File: config.mk
export PLATFORM = sky130hd
export DESIGN_NAME = alarm_set
export DESIGN_NICKNAME = d
export VERILOG_FILES = /design/src/rtl/alarm_set.sv
export SDC_FILE = /design/constraint.sdc
export NUM_CORES = 1
export LEC_CHECK = 0
export BUFFER_PORTS_ARGS = -buffer_cell sky130_fd_sc_hd__buf_4
export CAP_MARGIN = 10
export CORE_ASPECT_RATIO = 1.1
export CORE_MARGIN = 1.5
export CORE_UTILIZATION = 45
export DETAILED_ROUTE_END_ITERATION = 10
export SLEW_MARGIN = 20
export SYNTH_ARGS = -nofsm -noshare
export SYNTH_HDL_FRONTEND = slang
export SYNTH_SLANG_ARGS = --single-unit
File: constraint.sdc
create_clock -name clk -period 2.1 [get_ports clk]
set_input_delay 0.105 -clock clk [delete_from_list [all_inputs] [get_ports clk]]
set_output_delay 0.105 -clock clk [all_outputs]
set_load 0.01 [all_outputs]
File: src/rtl/alarm_set.sv
// Alarm-time editor: three-button UI edits shadow hour/minute (BCD) and commits them on confirm.
// Drives committed alarm time/enable plus display values and blink strobes for the edit fields.
module alarm_set #(
    parameter logic [7:0]  HR_DEFAULT     = 8'h07,
    parameter logic [7:0]  MN_DEFAULT     = 8'h00,
    parameter int unsigned HOLD_CYCLES    = 500,
    parameter int unsigned REPEAT_CYCLES  = 100,
    parameter int unsigned TIMEOUT_CYCLES = 10000,
    parameter int unsigned BLINK_CYCLES   = 250
) (
    input  logic       clk,
    input  logic       rst,
    input  logic       btn_mode,
    input  logic       btn_up,
    input  logic       btn_down,
    output logic [7:0] hr_alarm,
    output logic [7:0] mn_alarm,
    output logic       alarm_en,
    output logic [7:0] hr_disp,
    output logic [7:0] mn_disp,
    output logic       blink_hr,
    output logic       blink_mn
);

    localparam int unsigned CMAX = (HOLD_CYCLES > REPEAT_CYCLES) ? HOLD_CYCLES : REPEAT_CYCLES;
    localparam int unsigned CW   = $clog2(CMAX + 1);
    localparam int unsigned TW   = $clog2(TIMEOUT_CYCLES);
    localparam int unsigned BW   = $clog2(BLINK_CYCLES + 1);

    typedef enum logic [1:0] {StIdle, StSetHr, StSetMn} state_e;

    state_e        state_q, state_d;
    logic [7:0]    hr_q, hr_d, mn_q, mn_d, hr_sh_q, hr_sh_d, mn_sh_q, mn_sh_d;
    logic          en_q, en_d;
    logic          btn_mode_q, btn_up_q, btn_down_q;
    logic [CW-1:0] hold_q, hold_d;
    logic          rep_q, rep_d;
    logic [TW-1:0] idle_q, idle_d;
    logic [BW-1:0] blink_cnt_q, blink_cnt_d;
    logic          blink_hr_q, blink_hr_d, blink_mn_q, blink_mn_d;
    logic          mode_p, up_p, down_p, single, any_btn, do_step, blink_wrap;

    function automatic logic [7:0] bcd_step(input logic [7:0] val, input logic [7:0] lim,
                                            input logic up);
        logic [7:0] r;
        if (up) begin
            if (val == lim)             r = 8'h00;
            else if (val[3:0] == 4'd9)  r = {val[7:4] + 4'd1, 4'd0};
            else                        r = {val[7:4], val[3:0] + 4'd1};
        end else begin
            if (val == 8'h00)           r = lim;
            else if (val[3:0] == 4'd0)  r = {val[7:4] - 4'd1, 4'd9};
            else                        r = {val[7:4], val[3:0] - 4'd1};
        end
        return r;
    endfunction

    assign mode_p     = btn_mode & ~btn_mode_q;
    assign up_p       = btn_up & ~btn_up_q;
    assign down_p     = btn_down & ~btn_down_q;
    assign single     = btn_up ^ btn_down;
    assign any_btn    = btn_mode | btn_up | btn_down;
    assign blink_wrap = (blink_cnt_q == BW'(BLINK_CYCLES - 1));

    always_comb begin
        state_d  = state_q;
        hr_d     = hr_q;
        mn_d     = mn_q;
        en_d     = en_q;
        hr_sh_d  = hr_sh_q;
        mn_sh_d  = mn_sh_q;
        hold_d   = '0;
        rep_d    = 1'b0;
        idle_d   = '0;
        do_step  = 1'b0;
        if (state_q == StIdle) begin
            if (mode_p) begin
                state_d = StSetHr;
                hr_sh_d = hr_q;
                mn_sh_d = mn_q;
            end else if (up_p) begin
                en_d = ~en_q;
            end
        end else if (mode_p) begin
            if (state_q == StSetHr) begin
                state_d = StSetMn;
            end else begin
                state_d = StIdle;
                hr_d    = hr_sh_q;
                mn_d    = mn_sh_q;
                en_d    = 1'b1;
            end
        end else if (!any_btn && idle_q == TW'(TIMEOUT_CYCLES - 1)) begin
            state_d = StIdle;
        end else begin
            if (!any_btn) idle_d = idle_q + 1'b1;
            // Hold phase counts to HOLD_CYCLES, then repeat phase reloads every REPEAT_CYCLES.
            if (single) begin
                if (up_p || down_p) begin
                    do_step = 1'b1;
                    hold_d  = CW'(1);
                end else if (!rep_q && hold_q == CW'(HOLD_CYCLES)) begin
                    do_step = 1'b1;
                    hold_d  = CW'(1);
                    rep_d   = 1'b1;
                end else if (rep_q && hold_q == CW'(REPEAT_CYCLES)) begin
                    do_step = 1'b1;
                    hold_d  = CW'(1);
                    rep_d   = 1'b1;
                end else begin
                    hold_d = hold_q + 1'b1;
                    rep_d  = rep_q;
                end
            end
            if (do_step) begin
                if (state_q == StSetHr) hr_sh_d = bcd_step(hr_sh_q, 8'h23, btn_up);
                else                    mn_sh_d = bcd_step(mn_sh_q, 8'h59, btn_up);
            end
        end

        blink_cnt_d = blink_cnt_q + 1'b1;
        blink_hr_d  = 1'b0;
        blink_mn_d  = 1'b0;
        if (state_d != state_q) begin
            blink_cnt_d = '0;
        end else begin
            if (blink_wrap) blink_cnt_d = '0;
            blink_hr_d = (state_q == StSetHr) & (blink_hr_q ^ blink_wrap);
            blink_mn_d = (state_q == StSetMn) & (blink_mn_q ^ blink_wrap);
        end
    end

    always_ff @(posedge clk) begin
        if (rst) begin
            state_q     <= StIdle;
            hr_q        <= HR_DEFAULT;
            mn_q        <= MN_DEFAULT;
            en_q        <= 1'b0;
            hr_sh_q     <= HR_DEFAULT;
            mn_sh_q     <= MN_DEFAULT;
            hold_q      <= '0;
            rep_q       <= 1'b0;
            idle_q      <= '0;
            blink_cnt_q <= '0;
            blink_hr_q  <= 1'b0;
            blink_mn_q  <= 1'b0;
        end else begin
            state_q     <= state_d;
            hr_q        <= hr_d;
            mn_q        <= mn_d;
            en_q        <= en_d;
            hr_sh_q     <= hr_sh_d;
            mn_sh_q     <= mn_sh_d;
            hold_q      <= hold_d;
            rep_q       <= rep_d;
            idle_q      <= idle_d;
            blink_cnt_q <= blink_cnt_d;
            blink_hr_q  <= blink_hr_d;
            blink_mn_q  <= blink_mn_d;
        end
    end

    // Sampled through reset so a button held across reset release produces no edge.
    always_ff @(posedge clk) begin
        btn_mode_q <= btn_mode;
        btn_up_q   <= btn_up;
        btn_down_q <= btn_down;
    end

    assign hr_alarm = hr_q;
    assign mn_alarm = mn_q;
    assign alarm_en = en_q;
    assign hr_disp  = (state_q == StIdle) ? hr_q : hr_sh_q;
    assign mn_disp  = (state_q == StIdle) ? mn_q : mn_sh_q;
    assign blink_hr = blink_hr_q;
    assign blink_mn = blink_mn_q;

endmodule

==> run_summary.xml <==
<?xml version="1.0" encoding="UTF-8"?>
<metrics>
  <group name="synth">
    <metric name="synthesis.area_per_instance" unit="µm²">7.863</metric>
    <metric name="synthTopCellsByArea" unit="">dfxtp_1 36%, nand2_1 7.1%, nor2_1 6.0%, ha_1 5.6%, a21oi_1 5.0%</metric>
    <metric name="post_synth_instance_area" unit="µm²">3986</metric>
    <metric name="ys_async_sr_fraction" unit="">0</metric>
    <metric name="synthAdderAreaFrac" unit="">0.05650</metric>
    <metric name="postSynthNetCount" unit="">530</metric>
    <metric name="synth-warning-count" unit="">0</metric>
    <metric name="synth-main-ff-cell" unit="">dfxtp_1</metric>
    <metric name="synth_top_family_by_area" unit="">simple AND/OR/NAND/NOR gates</metric>
    <metric name="synthXorXnorAreaFrac" unit="">0.06340</metric>
    <metric name="synth_compound_area_frac" unit="">0.1770</metric>
    <metric name="yosys_register_bits" unit="">72</metric>
    <metric name="synth_edf_count" unit="">0</metric>
    <metric name="synthDistinctLibCells" unit="">61</metric>
    <metric name="synthMuxAreaShare" unit="">0.01538</metric>
    <metric name="synth_simple_gate_area_share" unit="">0.2819</metric>
    <metric name="synth.largest_area_cell" unit="">dfxtp_1</metric>
    <metric name="ys_seq_area_frac" unit="">0.3616</metric>
    <metric name="synthDominantCellAreaShare" unit="">0.3616</metric>
    <metric name="syn_inst" unit="">507</metric>
  </group>
  <group name="route">
    <metric name="routed_wire_length_per_instance" unit="µm">14.10</metric>
    <metric name="detail_route.vias_per_cell" unit="">5.366</metric>
    <metric name="antenna_violating_nets_post_route" unit="">0</metric>
    <metric name="via_count" unit="">3622</metric>
    <metric name="pre_antenna_drt_iters" unit="">4</metric>
    <metric name="route.detailed.drc" unit="">0</metric>
    <metric name="drt-initial-drc-count" unit="">117</metric>
    <metric name="wirelength" unit="µm">9520</metric>
  </group>
  <group name="clocking">
    <metric name="clk_pin_slew_worst_paths" unit="ns">0.08</metric>
    <metric name="clkLatencyLatePin" unit="ns">0.34</metric>
    <metric name="cts_made_buffers" unit="">9</metric>
    <metric name="htree_num_levels" unit="">3</metric>
    <metric name="tritoncts_clock_tree" unit="">done</metric>
    <metric name="clockRootBuffer" unit="">clkbuf_8</metric>
    <metric name="cts_max_path_buffers" unit="">2</metric>
    <metric name="cts_sink_cnt" unit="">72</metric>
    <metric name="cts_post_setup_buffers_inserted" unit="">0</metric>
  </group>
  <group name="final_layout">
    <metric name="most_common_cell_after_layout_fill_and_taps_aside" unit="">nand2_1</metric>
    <metric name="design.final.nets" unit="">583</metric>
    <metric name="final_layout_size_suffix_gt1_frac" unit="">0.1826</metric>
    <metric name="area_growth" unit="%">20.03</metric>
    <metric name="commonest_cells_after_routing_fill_and_taps_aside" unit="">75 x nand2_1, 71 x dfxtp_1, 64 x buf_4</metric>
    <metric name="antenna_cells_inserted" unit="">0</metric>
  </group>
  <group name="worst_setup_path">
    <metric name="setup.worst_path.start_class" unit="">flip-flop</metric>
    <metric name="worstPathCellList" unit="">or4b_1, nor3b_2, nand2_2, nand3_2, nor2_1, a211o_1</metric>
    <metric name="end_kind" unit="">flip-flop</metric>
    <metric name="slowest_delay" unit="ns">0.54</metric>
    <metric name="critPathMaxFanout" unit="">8</metric>
    <metric name="worst_ep_arrival_time" unit="ns">2.23</metric>
    <metric name="master_of_the_slowest_instance_on_the_critical_path" unit="">or4b_1</metric>
    <metric name="critPathTopFamily" unit="">simple AND/OR/NAND/NOR gates</metric>
    <metric name="criticalPathCategory" unit="">reg -&gt; reg</metric>
    <metric name="critical_path.n_buffers_inverters" unit="">0</metric>
    <metric name="critical_path_required" unit="ns">2.34</metric>
  </group>
  <group name="timing">
    <metric name="worst_pin_slew" unit="ns">0.4636</metric>
    <metric name="setup-violations-final" unit="">0</metric>
    <metric name="worst_clock_skew_on_the_final_layout" unit="ns">0.006675</metric>
    <metric name="slew_viols_final" unit="">0</metric>
    <metric name="period_share" unit="">0.9454</metric>
    <metric name="report.final.hold_viol_count" unit="">0</metric>
    <metric name="slew_limit_headroom" unit="">0.6885</metric>
    <metric name="finalCriticalPeriod" unit="ns">1.985</metric>
    <metric name="hold-worst-slack" unit="ns">0.05713</metric>
    <metric name="clock.fmax" unit="MHz">503.7</metric>
    <metric name="rsz0062_at_grt" unit="">yes</metric>
  </group>
  <group name="floorplan">
    <metric name="floorplan.rows" unit="">35</metric>
    <metric name="io_pins" unit="">40</metric>
    <metric name="floorplan.initialDensity" unit="">0.4692</metric>
    <metric name="die_w" unit="µm">92.74</metric>
    <metric name="floorplan.die.height" unit="µm">101.7</metric>
    <metric name="die-area" unit="µm²">9433</metric>
    <metric name="core-area" unit="µm²">8496</metric>
  </group>
  <group name="place">
    <metric name="port_buffers" unit="">39</metric>
    <metric name="post-dp-hpwl" unit="µm">6676</metric>
    <metric name="place.gp.congestion" unit="">0.8465</metric>
  </group>
  <group name="global_routing">
    <metric name="grt_remaining_overflow" unit="">0</metric>
    <metric name="first_pass_grt_wire_length" unit="µm">15810</metric>
    <metric name="overall_fraction_of_global_route_tracks_in_use" unit="">0.2084</metric>
    <metric name="grt_start_max_net_pins" unit="">40</metric>
    <metric name="grt_pass1_vias" unit="">3301</metric>
    <metric name="antenna_found_initial" unit="">0</metric>
  </group>
  <group name="outcome">
    <metric name="status" unit="">completed</metric>
  </group>
  <group name="pwr">
    <metric name="total_leakage_power" unit="µW">0.001882</metric>
    <metric name="vdd_drop_max" unit="mV">0.3999</metric>
    <metric name="cellPowerDensity" unit="nW/µm²">643.0</metric>
    <metric name="post-layout-total-power" unit="µW">3077</metric>
  </group>
  <group name="worst_hold_path">
    <metric name="holdCritPathClass" unit="">in -&gt; reg</metric>
  </group>
  <group name="flow_run">
    <metric name="max_cap_violations" unit="">0</metric>
  </group>
</metrics>
-- worst reg2reg max path: cells and delay by family, from the launching register on --
family           cells  cell delay, ns
AND/OR/NAND/NOR      5            1.28
flip-flops           1            0.35
AO/OA/AOI/OAI        1            0.26
-- cell families after synthesis --
family | count (synthesis)
adders and majority gates | 18
xor gates and xnor gates | 28
and+or+nand+nor | 227
muxes | 6
AOI/OAI and AO/OA | 113
DFF | 72
buffers and inverters | 43
-- flip-flops by register name (all words and copies together), names as in the netlist --
| register | cells |
|---|---|
| mn_sh_q | 8 |
| rep_q | 1 |
| blink_cnt_q | 8 |
| btn_up_q | 1 |
| mn_alarm | 8 |
| hold_q | 9 |
| state_q | 2 |
| alarm_en | 1 |
| hr_alarm | 8 |
| btn_down_q | 1 |
| hr_sh_q | 8 |
| blink_hr | 1 |
| blink_mn | 1 |
| btn_mode_q | 1 |
| idle_q | 14 |
-- per-stage QoR --
| stage | cell area (µm²) | worst slack [ns] | std cells | TNS [ns] | util |
|---|---|---|---|---|---|
| global route | 4785 | -0.01936 | 675 | -0.01936 | 0.5632 |
| CTS | 4756 | 0.04915 | 675 | 0 | 0.5598 |
| floorplan | 3986 | 0.2073 | 507 | 0 | - |
| detailed placement | 4503 | 0.06285 | 658 | 0 | 0.5300 |
| finish | 4785 | 0.1147 | 675 | 0 | 0.5632 |
| global placement | 4503 | 0.1309 | 658 | 0 | 0.5300 |
-- layer usage --
metal | up-vias | routed length, µm | track usage
li1 | 1869 | - | -
met1 | 1682 | 4609 | 0.2794
met5 | - | 0 | 0
met3 | 10 | 351 | 0.03904
met2 | 61 | 4439 | 0.3399
met4 | 0 | 119 | 0.06643
-- worst paths after layout --
check                                from         end  slack (ns)  cells after the start
worst max-delay path            idle_q[7]  hr_sh_q[0]        0.11                      6
worst max register to register  idle_q[7]  hr_sh_q[0]        0.11                      6
worst min register to register  idle_q[0]   idle_q[0]        0.45                      1
worst min-delay path               btn_up    btn_up_q        0.06                      1
-- cell usage after synthesis, drive strengths merged (4+ instances only) --
library cell,n
nand2,76
dfxtp,72
nor2,64
a21oi,40
o21ai,31
nand3,21
inv,19
ha,18
clkbuf,16
xnor2,14
xor2,14
and3,10
nor3,10
buf,8
a211o,7
a211oi,6
a31oi,5
mux2i,5
nor2b,5
nor4b,5
a221oi,4
nand2b,4
nor4,4
or3,4
-- power breakdown --
group | switching [µW] | internal [µW] | leakage [µW] | total (µW)
Combinational | 194 | 143 | 0.00118 | 337
Clock | 536 | 781 | 0.000119 | 1320
Sequential | 33.9 | 1390 | 0.000583 | 1420
-- timing repair --
action | in CTS | in global routing
gates resized for setup | 0 | 7
hold buffers | 2 | 0
hold endpoints to repair | 2 | 0
endpoints found under the setup margin | 0 | 18
-- cell type report --
class                   count  area [µm²]
well taps                 111       138.9
repair buffers             66       500.5
fillers                   813        3711
flip-flops and latches     72        1443
inverters                  19       71.32
clock buffers               9       123.9
clock inverters             6       108.9
multi-input cells         392        2399
(Power assumes the default switching activity.)
